==> src/rtl/lfsr_range_timer.sv <==
// Random-duration countdown timer: a free-running Galois LFSR picks a start value in
// [MIN_VAL, MIN_VAL+SPAN-1], which is then counted down at CLK_HZ/TICK_HZ.
module lfsr_range_timer #(
    parameter int                CLK_HZ    = 100_000_000,
    parameter int                TICK_HZ   = 1,
    parameter int                CNT_W     = 6,
    parameter int                LFSR_W    = 8,
    parameter logic [LFSR_W-1:0] TAPS      = 8'hB8,
    parameter logic [LFSR_W-1:0] SEED      = 8'h5A,
    parameter int                MIN_VAL   = 20,
    parameter int                SPAN      = 11,
    parameter bit                RETRIGGER = 1'b0
) (
    input  logic             clk,
    input  logic             reset,
    input  logic             start,
    input  logic             pause,
    input  logic             abort,
    output logic [CNT_W-1:0] count,
    output logic [CNT_W-1:0] start_value,
    output logic             busy,
    output logic             tick,
    output logic             done
);

    localparam int DIV = CLK_HZ / TICK_HZ;
    localparam int PW  = $clog2(DIV);
    localparam logic [PW-1:0] PRESC_MAX = PW'(DIV - 1);

    typedef enum logic {ST_IDLE = 1'b0, ST_RUN = 1'b1} state_e;

    // An all-zero register would lock up the Galois LFSR, so it is re-seeded.
    function automatic logic [LFSR_W-1:0] lfsr_step(input logic [LFSR_W-1:0] v);
        if (v == '0) begin
            return SEED;
        end else begin
            return {1'b0, v[LFSR_W-1:1]} ^ (v[0] ? TAPS : {LFSR_W{1'b0}});
        end
    endfunction

    state_e            state_q, state_d;
    logic [LFSR_W-1:0] lfsr_q;
    logic [PW-1:0]     presc_q, presc_d;
    logic [CNT_W-1:0]  count_q, count_d;
    logic [CNT_W-1:0]  sv_q, sv_d;
    logic              busy_q, busy_d;
    logic              tick_q, tick_d;
    logic              done_q, done_d;
    logic [CNT_W-1:0]  candidate_s;

    assign candidate_s = CNT_W'(32'(MIN_VAL) + (32'(lfsr_q) % 32'(SPAN)));

    // Next-state logic; busy is held through the done cycle and drops one cycle later.
    always_comb begin
        state_d = state_q;
        presc_d = presc_q;
        count_d = count_q;
        sv_d    = sv_q;
        busy_d  = busy_q;
        tick_d  = 1'b0;
        done_d  = 1'b0;
        case (state_q)
            ST_IDLE: begin
                busy_d  = 1'b0;
                count_d = '0;
                if (start && !abort) begin
                    state_d = ST_RUN;
                    presc_d = '0;
                    count_d = candidate_s;
                    sv_d    = candidate_s;
                    busy_d  = 1'b1;
                end else begin
                    presc_d = '0;
                end
            end
            ST_RUN: begin
                busy_d = 1'b1;
                if (abort) begin
                    state_d = ST_IDLE;
                    presc_d = '0;
                    count_d = '0;
                    busy_d  = 1'b0;
                end else if (RETRIGGER && start) begin
                    presc_d = '0;
                    count_d = candidate_s;
                    sv_d    = candidate_s;
                end else if (!pause) begin
                    if (presc_q == PRESC_MAX) begin
                        presc_d = '0;
                        tick_d  = 1'b1;
                        count_d = count_q - CNT_W'(1);
                        if (count_q == CNT_W'(1)) begin
                            done_d  = 1'b1;
                            state_d = ST_IDLE;
                        end else begin
                            state_d = ST_RUN;
                        end
                    end else begin
                        presc_d = presc_q + PW'(1);
                    end
                end else begin
                    presc_d = presc_q;
                end
            end
            default: begin
                state_d = ST_IDLE;
                presc_d = '0;
                count_d = '0;
                busy_d  = 1'b0;
            end
        endcase
    end

    // State, LFSR and output registers with synchronous reset.
    always_ff @(posedge clk) begin
        if (reset) begin
            state_q <= ST_IDLE;
            lfsr_q  <= SEED;
            presc_q <= '0;
            count_q <= '0;
            sv_q    <= '0;
            busy_q  <= 1'b0;
            tick_q  <= 1'b0;
            done_q  <= 1'b0;
        end else begin
            state_q <= state_d;
            lfsr_q  <= lfsr_step(lfsr_q);
            presc_q <= presc_d;
            count_q <= count_d;
            sv_q    <= sv_d;
            busy_q  <= busy_d;
            tick_q  <= tick_d;
            done_q  <= done_d;
        end
    end

    assign count       = count_q;
    assign start_value = sv_q;
    assign busy        = busy_q;
    assign tick        = tick_q;
    assign done        = done_q;

endmodule

==> config.mk <==
export PLATFORM = sky130hd
export DESIGN_NAME = lfsr_range_timer
export DESIGN_NICKNAME = d
export VERILOG_FILES = /design/src/rtl/lfsr_range_timer.sv
export SDC_FILE = /design/constraint.sdc
export NUM_CORES = 1
export LEC_CHECK = 0
export BUFFER_PORTS_ARGS = -buffer_cell sky130_fd_sc_hd__buf_4
export CORE_MARGIN = 1
export CORE_UTILIZATION = 45
export DETAILED_ROUTE_END_ITERATION = 6
export HOLD_SLACK_MARGIN = 0.1
export PLACE_DENSITY = 0.68
export RECOVER_POWER = 50
export SETUP_SLACK_MARGIN = 0.15
export SLEW_MARGIN = 25
export SYNTH_ARGS = -nofsm -noshare
export SYNTH_HDL_FRONTEND = slang
export SYNTH_SLANG_ARGS = --single-unit
==> constraint.sdc <==
create_clock -name clk -period 7.85 [get_ports clk]
set_clock_uncertainty 0.15 [all_clocks]
set_input_delay 1.1775 -clock clk [delete_from_list [all_inputs] [get_ports clk]]
set_output_delay 1.1775 -clock clk [all_outputs]
set_load 0.02 [all_outputs]
== Word-level counts from Yosys, hierarchy flattened ==
Cells that the tools add are included.

* Add/subtract/negate cells: 3
* Divide/modulo/power cells: 1
* Bitwise gates (word level): 3
* Multiplexer cells: 20
* Eq/ne operators: 4
* Reductions and logical operators: 8

{| class="wikitable"
|+ Operators by type and width
! kind !! count
|-
| $mux 27 || 3
|-
| $pmux 27 s2 || 1
|-
| $mod 8x4->32 const B || 1
|-
| $add 27x1->27 const B || 1
|-
| $eq 27x27->1 const B || 1
|-
| $mux 6 || 4
|-
| $pmux 6 s2 || 1
|-
| $logic_not 8->1 || 1
|-
| $mux 1 || 8
|-
| $mux 8 || 1
|-
| $xor 7x8->8 || 1
|-
| $add 5x6->6 const A || 1
|-
| $eq 6x1->1 const B || 1
|-
| $sub 6x1->6 const B || 1
|-
| $reduce_or 5->1 || 1
|-
| $pmux 1 s2 || 2
|-
| $reduce_and 2->1 || 2
|-
| $reduce_or 4->1 || 1
|-
| $ne 3x2->1 const B || 1
|-
| $ne 3x3->1 const B || 1
|-
| $not 1->1 || 2
|-
| $reduce_or 2->1 || 1
|-
| $logic_and 1x1->1 || 1
|-
| $logic_not 1->1 || 1
|}

* Register bits after elaboration: 51

== Depth between registers and ports, before layout ==
* Depth after elaboration: 6
* Gate-level depth with buffers: 26
* Gate-level depth less buffers: 25

== Least setup slack after synthesis ==
Ideal clock, no wire load.

* Path type: reg-to-reg
* Start point: register lfsr_q[6]
* End point: register count_q[4] (netlist: count[4])
* Setup time: 0.135 ns
* Arrival: 5.178 ns
* Period minus slack after synthesis: 5.463 ns
* Path slack: 2.387 ns
* Buffers on the path: 1
* Required time: 7.565 ns
* Cell stages (with the launch flop): 26
* Cell sequence: dfxtp_1 > buf_6 > a21oi_1 > inv_1 > ha_1 > nand2b_4 > a222oi_1 > mux2i_1 > o31ai_4 > a21boi_4 > ha_1 > nor4_1 > mux2i_1 > nor2_1 > a21oi_2 > xnor2_1 > ha_1 > nor4_1 > a22oi_2 > and2_4 > xnor2_2 > ha_1 > xnor2_1 > or3_1 > nand3_1 > a21oi_1

* Longest elaborated chain between the ends: 4

{| class="wikitable"
|+ RTL lines
! what !! line !! RTL
|-
| start, declared || 42 || <nowiki>logic [LFSR_W-1:0] lfsr_q;</nowiki>
|-
| start signal, assigned || 127 || <nowiki>lfsr_q <= lfsr_step(lfsr_q);</nowiki>
|-
| $mod 8x4->32 || 51 || <nowiki>assign candidate_s = CNT_W'(32'(MIN_VAL) + (32'(lfsr_q) % 32'(SPAN)));</nowiki>
|-
| $add 5x6->6 || 51 ||
|-
| $mux 6 || 66 || <nowiki>if (start && !abort) begin</nowiki>
|-
| $pmux 6 s2 || 62 || <nowiki>case (state_q)</nowiki>
|-
| end signal, assigned || 129 || <nowiki>count_q <= count_d;</nowiki>
|-
| end, declared || 44 || <nowiki>logic [CNT_W-1:0] count_q, count_d;</nowiki>
|}

No other way between the ends.
A chain may end at the register's enable or synchronous reset.

== Worst setup path after layout ==
* Start point: register lfsr_q[4]
* End point: register count_q[4] (netlist: count[4])

Same word-level chain as after synthesis.

==> metrics.yaml <==
outcome:
  status: "finished clean"
power_and_ir_drop:
  p_int_uw: 514
  power_switching_uw: 339
  finalPower_uw: 853
  comb_power_share: 0.452
  clock_power_share: 0.184
  leakagePower_nw: 1.29
  powerDensity_nw_per_um2: 237
  p_seq_frac: 0.364
  netSwitchingFraction: 0.398
  vdd_drop_max_uv: 95.1
sta:
  rsz0062_at_grt: "false"
  final_hold_viol_count: 0
  max_clock_freq_mhz: 160
  worst_pin_slew_ns: 1.39
  finalCritPeriodShare: 0.798
  setup_violations: 0
  setup_tns_ns: 0
  slew_headroom: 0.0710
  maxSlewViolCount: 0
  fin_crit_ns: 6.26
run:
  drv_cap: 0
floorplan:
  dieArea_um2: 7940
  rows: 31
  chipHeight_um: 89.1
  initial_core_util: 0.468
  die_w_um: 89.1
  pin_count: 20
  core_um2: 7290
critical_path:
  cp_data_required_time_ns: 7.83
  path_common_cell: "ha_1"
  critPathMaxStageDelay_ns: 0.77
  crit_family: "compound AO/OA/AOI/OAI gates"
  path_max_fanout: 22
  path_class: "flip-flop to flip-flop"
  ff2ff_setup_slack_ns: 1.59
  path_cells: "a21oi_1, inv_1, ha_1, nand2b_4, a222oi_1, mux2i_1, o31ai_4, a21boi_4, ha_1, nor4_1, mux2i_1, nor2_1, a21oi_2, xnor2_1, ha_1, nor4_1, a22oi_2, and2_4, xnor2_2, ha_1, xnor2_1, or3_1, nand3_1, a21oi_1"
  crit_path_top_delay_cell: "dfxtp_1"
  endpoint_kind: "flip-flop"
  worst-path-buf-inv: 1
  critPathArrivalTime_ns: 6.25
  start_kind: "flip-flop"
place:
  placed_area_um2: 3560
  place_congestion: 0.864
  portBuffers: 19
  dp_hpwl_mm: 5.42
  dp_cells: 527
cells_and_area:
  final_nets: 447
  layout-drive-gt1-share: 0.0826
  instances_no_fill: 535
  antenna_cells: 0
  area_growth_pct: 5.39
  final_util: 0.493
  fillers: 729
  fin_area_um2: 3600
global_routing:
  grt_pass1_wl_mm: 12.3
  grt_max_degree: 33
  grtUsageTotal: 0.194
  grt_pass1_vias: 2740
  antenna_found_initial: 0
  grt_overflow: 0
clocking:
  cts_buffers: 5
  h-tree-depth: 2
  cts_sinks: 51
  postCtsSetupRepairBufs: 0
  postCtsHoldBufs: 0
  cts-resized-gates: 0
  clk_latency_ns: 0.31
  clockBufferDepth: 2
  cts_tree: "built"
  root_buffer: "clkbuf_8"
  clk_pin_slew_ns: 0.10
logic_synthesis:
  synth_top_area_cell: "dfxtp_1"
  synth_seq_cells: 51
  async_flop_share: 0
  synth_cell_types: 73
  avgSynthCellArea_um2: 7.94
  synth_cells: 430
  syn-num-nets: 442
  synthFlopType: "dfxtp_1"
  yosysTopAreaCellShare: 0.299
  synth_area_um2: 3410
  ys.warnings.count: 0
  synthTopCellsByArea: "dfxtp_1, nor2_1, nand2_1"
  seq_area_frac_synth: 0.299
  synth-edff-count: 0
detailed_routing:
  ant_nets: 0
  drc: 0
  vias_per_cell: 5.70
  drt_pre_antenna_iters: 4
  vias: 3050
  drt-initial-drc-count: 126
  wirelength_mm: 7.40
  routedWlPerCell_um: 13.8
worst_hold_path:
  hold_class: "flip-flop to flip-flop"
## worst paths after layout
check | from | to | depth (start not counted)
max | lfsr_q[4] | count[4] | 24
min | start_value[3] | start_value[3] | 2
max reg2reg | lfsr_q[4] | count[4] | 24
min reg2reg | start_value[3] | start_value[3] | 2
## area by class of cell
type,instances,area [um^2],share of cell area
clock inverter,3,27.5,0.00765
multi-input combinational,345,2220,0.618
tap,99,124,0.0344
inverter,13,48.8,0.0136
timing repair buffer,19,82.6,0.0230
sequential,51,1020,0.284
clock buffer,5,68.8,0.0191
## logic make-up (layout without fill, tap and decap cells)
kind of cell / count (synthesis) / count (layout) / synth area share
compound gates: 95 / 95 / 0.206
mux: 10 / 10 / 0.0308
xor+xnor: 28 / 28 / 0.0740
flops: 51 / 51 / 0.299
fa+ha+maj: 9 / 9 / 0.0315
buf+inv: 34 / 40 / 0.0491
simple gates: 203 / 203 / 0.309
## sequential cells by signal, indices dropped and copies added, names as in the netlist
register and count:
done 1, tick 1, presc_q 27, start_value 6, lfsr_q 8, busy 1, state_q 1, count 6
## synth_stat cells, types with 3 or more instances
| master | count |
|---|---|
| a21o_1 | 7 |
| o21ai_0 | 14 |
| clkbuf_1 | 13 |
| nand2_1 | 41 |
| xor2_1 | 13 |
| inv_1 | 12 |
| nor3_1 | 15 |
| a221oi_1 | 3 |
| nand4_1 | 8 |
| ha_1 | 7 |
| mux2i_1 | 8 |
| and3_1 | 6 |
| nor2_1 | 63 |
| dfxtp_1 | 51 |
| nand2b_1 | 5 |
| or2_2 | 3 |
| nand4b_1 | 3 |
| buf_6 | 4 |
| nand3b_1 | 5 |
| xnor2_1 | 14 |
| a22oi_1 | 5 |
| nor2b_1 | 8 |
| a211oi_1 | 3 |
| a21oi_1 | 25 |
| and2_1 | 4 |
| nor3b_1 | 5 |
| a31oi_1 | 3 |
| nor4_1 | 5 |
| nand3_1 | 14 |
| o21a_1 | 4 |
## worst min-delay path, cell delays in order (launching register included)
cell,delay (ns)
dfxtp_1,0.32
nand2_1,0.05
a21oi_1,0.05
## power groups by stage
stage | Sequential, mW | Clock (mW) | Combinational [mW]
floorplan | 0.323 | 0 | 0.310
finish | 0.310 | 0.157 | 0.385
global route | 0.315 | 0.172 | 0.429
global placement | 0.316 | 0 | 0.391
detailed placement | 0.316 | 0 | 0.395
CTS | 0.310 | 0.164 | 0.397
## layout by cell type, fill, tap and decap left out, types with 8 or more instances in the layout
| master | n |
|---|---|
| xnor2_1 | 14 |
| o21ai_0 | 14 |
| clkbuf_1 | 16 |
| nand3_1 | 14 |
| nand2_1 | 41 |
| mux2i_1 | 8 |
| a21oi_1 | 25 |
| dfxtp_1 | 51 |
| nor2_1 | 63 |
| inv_1 | 12 |
| nor2b_1 | 8 |
| xor2_1 | 13 |
| nand4_1 | 8 |
| nor3_1 | 15 |
## routing by layer
layer / wire (um) / vias up / global-route usage
li1: - / 1544 / -
met1: 3630 / 1455 / 0.258
met2: 3550 / 46 / 0.330
met3: 187 / 5 / 0.0295
met4: 36 / 0 / 0.0433
met5: 0 / - / 0
## stage by stage
step	setup WS (ns)	hold slack [ns]
detailed placement	1.67	0.303
CTS	1.68	0.319
finish	1.59	0.315
global placement	1.88	0.298
global route	1.17	0.334
floorplan	2.39	0.290
Note: power is estimated with default switching activity, not from simulation.
